[src/rtl/quant_arbiter_if.sv]
// quant_arbiter_if: request/result bundle between the MAC lanes, the shared requantizer and the
// activation buffer.
//   req_valid / req_data / req_ready : per-lane accumulator offer, one-hot grant back
//   out_valid / out_ready            : result handshake toward the buffer
//   out_data / out_lane / out_sat    : quantized value, source lane, clamp flag
// Modports: slave = requantizer side, master = lanes + downstream consumer side.
interface quant_arbiter_if #(
  parameter int unsigned NUM_LANES = 4,
  parameter int unsigned IN_W      = 32,
  parameter int unsigned OUT_W     = 16
);
  localparam int unsigned LANE_W = $clog2(NUM_LANES);

  logic [NUM_LANES-1:0]      req_valid;
  logic [NUM_LANES*IN_W-1:0] req_data;
  logic [NUM_LANES-1:0]      req_ready;
  logic                      out_valid;
  logic                      out_ready;
  logic [OUT_W-1:0]          out_data;
  logic [LANE_W-1:0]         out_lane;
  logic                      out_sat;

  modport slave (
    input  req_valid, req_data, out_ready,
    output req_ready, out_valid, out_data, out_lane, out_sat
  );

  modport master (
    output req_valid, req_data, out_ready,
    input  req_ready, out_valid, out_data, out_lane, out_sat
  );
endinterface

[src/rtl/quant_arbiter.sv]
// quant_arbiter: round-robin shares one requantizer (arithmetic right shift by SHIFT, then
// saturation to OUT_W bits) among NUM_LANES MAC lanes. Two registered stages: S1 holds the
// granted accumulator, S2 holds the quantized result (out_valid is its valid bit).
// Ports:
//   clk       : clock, rising edge
//   rst       : asynchronous active-high reset
//   bus       : quant_arbiter_if.slave (lane requests in, quantized results out)
//   sat_count : count of accepted clamped results, sticks at 16'hFFFF
// Build option: define QUANT_ROUND_EN to add 2^(SHIFT-1) before the shift (round half up);
// undefined gives a plain floor shift.
module quant_arbiter #(
  parameter int unsigned NUM_LANES = 4,
  parameter int unsigned IN_W      = 32,
  parameter int unsigned OUT_W     = 16,
  parameter int unsigned SHIFT     = 8
) (
  input  logic                  clk,
  input  logic                  rst,
  quant_arbiter_if.slave        bus,
  output logic [15:0]           sat_count
);
  localparam int unsigned LANE_W = $clog2(NUM_LANES);
  localparam logic signed [IN_W:0] QMax = {{(IN_W-OUT_W+2){1'b0}}, {(OUT_W-1){1'b1}}};
  localparam logic signed [IN_W:0] QMin = {{(IN_W-OUT_W+2){1'b1}}, {(OUT_W-1){1'b0}}};
`ifdef QUANT_ROUND_EN
  localparam logic signed [IN_W:0] RndTerm = (IN_W+1)'(1) <<< (SHIFT-1);
`endif

  logic              s1_valid_q, s1_valid_d;
  logic [IN_W-1:0]   s1_acc_q, s1_acc_d;
  logic [LANE_W-1:0] s1_lane_q, s1_lane_d;
  logic              out_valid_q, out_valid_d;
  logic [OUT_W-1:0]  out_data_q, out_data_d;
  logic [LANE_W-1:0] out_lane_q, out_lane_d;
  logic              out_sat_q, out_sat_d;
  logic [LANE_W-1:0] rr_ptr_q, rr_ptr_d;
  logic [15:0]       sat_count_q, sat_count_d;

  logic              s2_adv, s1_load_ok, found, xfer;
  logic [LANE_W-1:0] grant_idx, scan_idx;
  logic [IN_W-1:0]   grant_data;
  logic signed [IN_W:0] q_ext, q_shr;
  logic [OUT_W-1:0]  q_data;
  logic              q_sat;

  assign s2_adv     = !out_valid_q || bus.out_ready;
  assign s1_load_ok = !s1_valid_q || s2_adv;
  // No grant while reset is held, even though the scan itself is combinational.
  assign xfer       = found && s1_load_ok && !rst;

  // First requesting lane at or after rr_ptr, wrapping.
  always_comb begin
    found     = 1'b0;
    grant_idx = '0;
    scan_idx  = '0;
    for (int unsigned k = 0; k < NUM_LANES; k++) begin
      scan_idx = LANE_W'((32'(rr_ptr_q) + k) % NUM_LANES);
      if (!found && bus.req_valid[scan_idx]) begin
        found     = 1'b1;
        grant_idx = scan_idx;
      end
    end
  end

  always_comb begin
    grant_data = '0;
    for (int unsigned i = 0; i < NUM_LANES; i++) begin
      if (LANE_W'(i) == grant_idx) grant_data = bus.req_data[i*IN_W +: IN_W];
    end
  end

  always_comb begin
    bus.req_ready = '0;
    if (xfer) bus.req_ready[grant_idx] = 1'b1;
  end

  // Range check on the full-width shifted value so out-of-range inputs cannot alias.
  always_comb begin
    q_ext = {s1_acc_q[IN_W-1], s1_acc_q};
`ifdef QUANT_ROUND_EN
    q_ext = q_ext + RndTerm;
`endif
    q_shr = q_ext >>> SHIFT;
    if (q_shr > QMax) begin
      q_data = {1'b0, {(OUT_W-1){1'b1}}};
      q_sat  = 1'b1;
    end else if (q_shr < QMin) begin
      q_data = {1'b1, {(OUT_W-1){1'b0}}};
      q_sat  = 1'b1;
    end else begin
      q_data = q_shr[OUT_W-1:0];
      q_sat  = 1'b0;
    end
  end

  always_comb begin
    s1_valid_d  = s1_valid_q;
    s1_acc_d    = s1_acc_q;
    s1_lane_d   = s1_lane_q;
    out_valid_d = out_valid_q;
    out_data_d  = out_data_q;
    out_lane_d  = out_lane_q;
    out_sat_d   = out_sat_q;
    rr_ptr_d    = rr_ptr_q;
    sat_count_d = sat_count_q;

    if (xfer) begin
      s1_valid_d = 1'b1;
      s1_acc_d   = grant_data;
      s1_lane_d  = grant_idx;
      rr_ptr_d   = (grant_idx == LANE_W'(NUM_LANES-1)) ? '0 : grant_idx + 1'b1;
    end else if (s2_adv) begin
      s1_valid_d = 1'b0;
    end

    if (s2_adv) begin
      out_valid_d = s1_valid_q;
      if (s1_valid_q) begin
        out_data_d = q_data;
        out_lane_d = s1_lane_q;
        out_sat_d  = q_sat;
      end
    end

    if (out_valid_q && bus.out_ready && out_sat_q && (sat_count_q != 16'hFFFF)) begin
      sat_count_d = sat_count_q + 16'd1;
    end
  end

  always_ff @(posedge clk or posedge rst) begin
    if (rst) begin
      s1_valid_q  <= 1'b0;
      s1_acc_q    <= '0;
      s1_lane_q   <= '0;
      out_valid_q <= 1'b0;
      out_data_q  <= '0;
      out_lane_q  <= '0;
      out_sat_q   <= 1'b0;
      rr_ptr_q    <= '0;
      sat_count_q <= '0;
    end else begin
      s1_valid_q  <= s1_valid_d;
      s1_acc_q    <= s1_acc_d;
      s1_lane_q   <= s1_lane_d;
      out_valid_q <= out_valid_d;
      out_data_q  <= out_data_d;
      out_lane_q  <= out_lane_d;
      out_sat_q   <= out_sat_d;
      rr_ptr_q    <= rr_ptr_d;
      sat_count_q <= sat_count_d;
    end
  end

  assign bus.out_valid = out_valid_q;
  assign bus.out_data  = out_data_q;
  assign bus.out_lane  = out_lane_q;
  assign bus.out_sat   = out_sat_q;
  assign sat_count     = sat_count_q;
endmodule

[src/flat_wrapper.sv]
// flat-port wrapper written by rule: the top's interface ports become plain ports
module quant_arbiter_flat 
#(
  parameter int unsigned NUM_LANES = 4,
  parameter int unsigned IN_W      = 32,
  parameter int unsigned OUT_W     = 16,
  parameter int unsigned SHIFT     = 8
)
  (clk, rst, sat_count, bus_req_valid, bus_req_data, bus_out_ready, bus_req_ready, bus_out_valid, bus_out_data, bus_out_lane, bus_out_sat);
  quant_arbiter_if #(.NUM_LANES(NUM_LANES), .IN_W(IN_W), .OUT_W(OUT_W)) bus_i ();
  input  logic clk;
  input  logic rst;
  output logic [15:0] sat_count;
  input wire logic [$bits(bus_i.req_valid)-1:0] bus_req_valid;
  input wire logic [$bits(bus_i.req_data)-1:0] bus_req_data;
  input wire logic [$bits(bus_i.out_ready)-1:0] bus_out_ready;
  output wire logic [$bits(bus_i.req_ready)-1:0] bus_req_ready;
  output wire logic [$bits(bus_i.out_valid)-1:0] bus_out_valid;
  output wire logic [$bits(bus_i.out_data)-1:0] bus_out_data;
  output wire logic [$bits(bus_i.out_lane)-1:0] bus_out_lane;
  output wire logic [$bits(bus_i.out_sat)-1:0] bus_out_sat;
  assign bus_i.req_valid = bus_req_valid;
  assign bus_i.req_data = bus_req_data;
  assign bus_i.out_ready = bus_out_ready;
  assign bus_req_ready = bus_i.req_ready;
  assign bus_out_valid = bus_i.out_valid;
  assign bus_out_data = bus_i.out_data;
  assign bus_out_lane = bus_i.out_lane;
  assign bus_out_sat = bus_i.out_sat;
  quant_arbiter #(.NUM_LANES(NUM_LANES), .IN_W(IN_W), .OUT_W(OUT_W), .SHIFT(SHIFT)) u_core (.clk(clk), .rst(rst), .bus(bus_i), .sat_count(sat_count));
endmodule
[config.mk]
export PLATFORM = sky130hd
export DESIGN_NAME = quant_arbiter_flat
export DESIGN_NICKNAME = d
export VERILOG_FILES = /design/src/rtl/quant_arbiter_if.sv /design/src/rtl/quant_arbiter.sv /design/src/flat_wrapper.sv
export SDC_FILE = /design/constraint.sdc
export NUM_CORES = 1
export LEC_CHECK = 0
export CORE_AREA = 8 8 99 101
export DETAILED_ROUTE_END_ITERATION = 10
export DIE_AREA = 0 0 107 109
export PLACE_DENSITY_LB_ADDON = 0.12
export SETUP_SLACK_MARGIN = 0.4
export SLEW_MARGIN = 10
export SYNTH_ARGS = -nofsm -noshare
export SYNTH_HDL_FRONTEND = slang
export SYNTH_SLANG_ARGS = --single-unit
[constraint.sdc]
create_clock -name clk -period 6 [get_ports clk]
set_input_delay 1.2 -clock clk [delete_from_list [all_inputs] [get_ports clk]]
set_output_delay 1.2 -clock clk [all_outputs]
set_load 0.1 [all_outputs]
==> results.json, run 1 <==
{
  "place_hpwl_um": 7840,
  "peakVddDrop_mv": 0.184,
  "cts_resized": 0,
  "timing.final.ws_setup_ns": 1.16,
  "post-place-ws_ns": 1.16,
  "vias": 3377,
  "worstMarginPinSlew_ns": 1.11,
  "port-buffer-count": 142,
  "yosys_warnings": 0,
  "powerDensity_nw_per_um2": 501,
  "critPathRequiredTime_ns": 4.80,
  "rsz0062_at_grt": "false",
  "syn_avg_cell_area_um2": 9.13,
  "critPathKind": "in -> out",
  "fmax_mhz": 206,
  "cts-root-buf": "clkbuf_8",
  "die_y_um": 109,
  "antenna_left": 0,
  "cts_buffers": 9,
  "route.detailed.drc": 0,
  "synth-simple-area-share": 0.187,
  "period_needed_ns": 4.84,
  "hold_viol_final": 0,
  "routed_wl_um": 10600,
  "detail_route.iter0.violations": 111,
  "seq_area_frac_synth": 0.466,
  "tns_ns": 0,
  "layout.cells.most_common": "clkdlybuf4s50_1",
  "final_area_um2": 5200,
  "setup_viol": 0,
  "cts_max_level": 3,
  "crit_path_end_kind": "primary output",
  "core_region_area_um2": 8380,
  "muxShareOfSynthArea": 0.0237,
  "grt.total_usage": 0.186,
  "max_slew_margin": 0.259,
  "fin_hold_ws_ns": 0.479,
  "netlist_area_um2": 3490,
  "avgRoutedWirePerCell_um": 16.9,
  "die_w_um": 107,
  "synth_fa_ha_area_frac": 0.0179,
  "grt_max_degree": 57,
  "dr.pass1.iters": 4,
  "synth_top_family_by_area": "compound AO/OA/AOI/OAI gates",
  "synth-xor-area-share": 0.0352,
  "syn2layout_area_growth_pct": 49.3,
  "synth_compound_area_frac": 0.208,
  "worstPathMaxFanout": 49,
  "diodes": 0,
  "mostFrequentLayoutCells": "clkdlybuf4s50_1 (138), dfrtp_1 (65), nand2_1 (45), nor2_1 (45), inv_1 (29)",
  "startpoint_type": "input port",
  "final.setup_skew_ns": 0.0117,
  "grt_first_pass_wirelength_um": 17300,
  "ys_seq_elements": 65,
  "clock-sinks": 65,
  "ios": 175,
  "first_global_vias": 3475,
  "nNetsFinal": 654,
  "via_per_inst": 5.39,
  "clock_latency_ns": 0.34,
  "synth_top_area_frac": 0.466,
  "final_util": 0.621,
  "outcome": "finished clean",
  "place_congestion": 0.758,
  "clk_pin_slew_ns": 0.07,
  "synth_nets": 522,
  "std_cell_rows": 34,
  "grt_antenna_before_repair": 0,
  "drv_slew": 0,
  "postCtsSetupRepairBufs": 0,
  "hold_buffers": 0,
  "synth.distinct_cells": 36,
  "drv_cap": 0,
  "p_leak_nw": 2.27,
  "synthCells": 382,
  "yosys-top-cells-area": "dfrtp_1 (47%), a221oi_1 (6.3%), a211o_1 (6.0%), nand2_1 (4.8%), nor2_1 (4.8%)",
  "synth_largest_area_cell": "dfrtp_1",
  "critical_path_arrival_ns": 3.64,
  "dieArea_um2": 11700,
  "clockBufferDepth": 2,
  "start_util": 0.416,
  "gr-total-overflow": 0,
  "ff2ff_setup_slack_ns": 2.76,
  "postPlaceCellArea_um2": 4980,
  "cts_tree": "yes",
  "drive_gt1_frac": 0.0809,
  "min_period_over_period": 0.807,
  "holdCritPathClass": "reg -> reg"
}
## synthesized netlist by cell type (all sizes together)
| master | n |
|---|---|
| a211o | 24 |
| a211oi | 1 |
| a21oi | 7 |
| a221oi | 25 |
| a22o | 1 |
| a31oi | 25 |
| and2 | 4 |
| and3 | 1 |
| and4 | 2 |
| buf | 7 |
| clkbuf | 18 |
| dfrtp | 65 |
| ha | 5 |
| inv | 30 |
| mux2 | 7 |
| nand2 | 45 |
| nand2b | 4 |
| nand3 | 6 |
| nand4 | 6 |
| nor2 | 46 |
| nor2b | 2 |
| nor3 | 7 |
| nor3b | 3 |
| nor4 | 5 |
| nor4b | 2 |
| o21ai | 18 |
| or3 | 2 |
| xor2 | 14 |
## cell families after synthesis
kind of cell | Yosys count
AND/OR/NAND/NOR | 135
AO/OA/AOI/OAI | 101
flip-flops | 65
buffers and inverters | 55
XOR/XNOR | 14
multiplexers | 7
adder cells (fa/ha/maj) | 5
## sequential cells by signal (all words and copies together) (netlist names)
signal and count:
u_core.s1_valid_q 1, u_core.sat_count 16, u_core.s1_acc_q 24, u_core.bus.out_valid 1, u_core.rr_ptr_q 2, u_core.bus.out_sat 1
u_core.bus.out_data 16, u_core.s1_lane_q 2, u_core.bus.out_lane 2
## metrics by stage
step           instances  power, mW
6_report             627       2.61
5_1_grt              627       2.75
4_1_cts              627       2.63
3_5_place_dp         611       2.22
3_3_place_gp         611       2.20
2_1_floorplan        382       1.81
## area by class of cell
cell class                      count  area, um2
Sequential cell                    65       1630
Tap cell                          108        135
Timing Repair Buffer              146       1440
Clock buffer                       11        141
Inverter                           30        113
Clock inverter                      5       78.8
Multi-Input combinational cell    262       1670
Fill cell                         738       3180
## path summary, 6_finish.rpt
path | startpoint | cells after the start | to
worst max register to register | u_core.rr_ptr_q[1]$_DFFE_PP0P_ | 9 | u_core.s1_acc_q[29]$_DFFE_PP0P_
max in group asynchronous | rst | 3 | u_core.s1_acc_q[18]$_DFFE_PP0P_
worst min register to register | u_core.bus.out_data[3]$_DFFE_PP0P_ | 2 | u_core.bus.out_data[3]$_DFFE_PP0P_
worst max-delay path | bus_req_valid[0] | 7 | bus_req_ready[2]
min in group asynchronous | rst | 2 | u_core.s1_acc_q[29]$_DFFE_PP0P_
worst min-delay path | u_core.bus.out_data[3]$_DFFE_PP0P_ | 2 | u_core.bus.out_data[3]$_DFFE_PP0P_
## critical path: stages
cell	delay (ns)
clkdlybuf4s50_1	0.46
a21oi_1	0.16
o21ai_0	0.09
a21oi_1	0.34
ha_2	0.87
and2_1	0.23
buf_4	0.29
## where the power goes
group / switching, mW / internal (mW)
sequential: 0.118 / 0.604
combinational: 1.04 / 0.445
clock: 0.163 / 0.245
## routing by layer
layer | share of wire | track usage | vias up
li1 | - | - | 1636
met5 | 0 | 0 | -
met2 | 0.48 | 0.313 | 117
met4 | 0.026 | 0.0905 | 0
met3 | 0.078 | 0.0538 | 18
met1 | 0.41 | 0.214 | 1606
(Power assumes the default switching activity.)
==> run 2, diff against run 1 <==
- CORE_AREA: 8 8 99 101 -> 8 8 102 104
- DIE_AREA: 0 0 107 109 -> 0 0 110 112
- clock period: 6 -> 4.5 ns (I/O delays scaled with it)
==> run 2 against run 1 <==
  * Sequential power rose by 34%
  * Clock-buffer cell count down 1
  * Non-clock buffer count increased by 2
  * Register-to-register slack lost 1.1 ns
  * Hold slack got worse by 0.0011 ns
  * Design area grew 0.60%
  * First-iteration DRC count down 0.90%
  * Combinational power grew 34%
==> results.json, run 2 (synthesized netlist as in run 1, its figures left out) <==
{
  "hold_buffers": 0,
  "cts-root-buf": "clkbuf_8",
  "cts_tree": "yes",
  "cts_max_level": 3,
  "postCtsSetupRepairBufs": 0,
  "dr.pass1.iters": 4,
  "setup_viol": 0,
  "critical_path_arrival_ns": 2.95,
  "instances_no_fill": 632,
  "first_global_vias": 3353,
  "fmax_mhz": 260,
  "drv_cap": 0,
  "cts_buffers": 9,
  "mostFrequentLayoutCells": "clkdlybuf4s50_1 (138), dfrtp_1 (65), nand2_1 (45), nor2_1 (45), inv_1 (29)",
  "top_register": "u_core.s1_acc_q",
  "syn2layout_area_growth_pct": 50.2,
  "die_w_um": 110,
  "dieArea_um2": 12300,
  "peakVddDrop_mv": 0.353,
  "diodes": 0,
  "grt_max_degree": 49,
  "clock-sinks": 65,
  "p_leak_nw": 2.27,
  "clk_pin_slew_ns": 0.08,
  "outcome": "finished clean",
  "finalPower_mw": 3.40,
  "fin_hold_ws_ns": 0.478,
  "crit_path_end_kind": "primary output",
  "antenna_left": 0,
  "powerDensity_nw_per_um2": 649,
  "final.setup_skew_ns": 0.00868,
  "avgRoutedWirePerCell_um": 16.5,
  "ios": 175,
  "worstPathMaxFanout": 11,
  "core_region_area_um2": 8890,
  "critPathRequiredTime_ns": 3.60,
  "place_congestion": 0.782,
  "hold_viol_final": 0,
  "largest_register_ffs": 24,
  "route.detailed.drc": 0,
  "start_util": 0.392,
  "vias": 3285,
  "tns_ns": 0,
  "cts_resized": 0,
  "worstHoldStart": "u_core.bus.out_data[5]$_DFFE_PP0P_",
  "grt_antenna_before_repair": 0,
  "place_hpwl_um": 7920,
  "r2r_start": "u_core.rr_ptr_q[1]$_DFFE_PP0P_",
  "startpoint_type": "input port",
  "clockBufferDepth": 2,
  "std_cell_rows": 35,
  "via_per_inst": 5.20,
  "nNetsFinal": 656,
  "critPathKind": "in -> out",
  "period_needed_ns": 3.85,
  "min_period_over_period": 0.856,
  "clock_latency_ns": 0.33,
  "drive_gt1_frac": 0.0845,
  "drv_slew": 0,
  "grt_first_pass_wirelength_um": 16800,
  "detail_route.iter0.violations": 110,
  "max_slew_margin": 0.329,
  "worstMarginPinSlew_ns": 1.00,
  "die_y_um": 112,
  "routed_wl_um": 10400,
  "rsz0062_at_grt": "false",
  "gr-total-overflow": 0,
  "dp.cells": 616,
  "holdCritPathClass": "reg -> reg",
  "grt.total_usage": 0.172,
  "worstSetupStartpoint": "bus_req_valid[0]",
  "layout.cells.most_common": "clkdlybuf4s50_1",
  "port-buffer-count": 142
}
## run 2: worst paths after layout
path                                                      end  cells after the start  slack [ns]
setup / recovery                             bus_req_ready[1]                      8        0.65
hold reg to reg            u_core.bus.out_data[5]$_DFFE_PP0P_                      2        0.48
min in group asynchronous       u_core.s1_valid_q$_DFFE_PP0P_                      2        1.12
max in group asynchronous     u_core.s1_acc_q[15]$_DFFE_PP0P_                      3        2.49
hold / removal             u_core.bus.out_data[5]$_DFFE_PP0P_                      2        0.48
setup reg to reg              u_core.s1_acc_q[18]$_DFFE_PP0P_                      9        1.63
## run 2: report_power, final
| part | switching [mW] | internal [mW] |
|---|---|---|
| sequential | 0.166 | 0.805 |
| clock | 0.231 | 0.216 |
| combinational | 1.37 | 0.613 |
| total | 1.76 | 1.63 |
## run 2: final cells by class
| type | count | area [um2] |
|---|---|---|
| Multi-Input combinational cell | 262 | 1670 |
| Clock buffer | 10 | 138 |
| Clock inverter | 6 | 42.5 |
| Sequential cell | 65 | 1630 |
| Tap cell | 111 | 139 |
| Inverter | 30 | 113 |
| Fill cell | 807 | 3650 |
| Timing Repair Buffer | 148 | 1510 |
## run 2: critical path: stages
cell             delay, ns
clkdlybuf4s50_1       0.47
a21oi_1               0.19
o21ai_0               0.10
a21oi_1               0.36
inv_1                 0.12
ha_1                  0.38
and2_1                0.24
buf_12                0.17
## run 2: per-layer routing
layer	wire length [um]	track usage	vias to the layer above
met4	111	0.0477	0
met3	821	0.0526	8
met5	0	0	-
met2	5040	0.278	99
li1	-	-	1636
met1	4450	0.213	1542
## run 2: stage by stage
stage,utilization,cell area (um2),setup WS (ns)
after detailed placement,0.568,5050,0.288
final,0.589,5240,0.650
after floorplan,-,3490,0.406
after CTS,0.588,5230,0.624
after global placement,0.568,5050,0.386
after global routing,0.589,5240,0.529
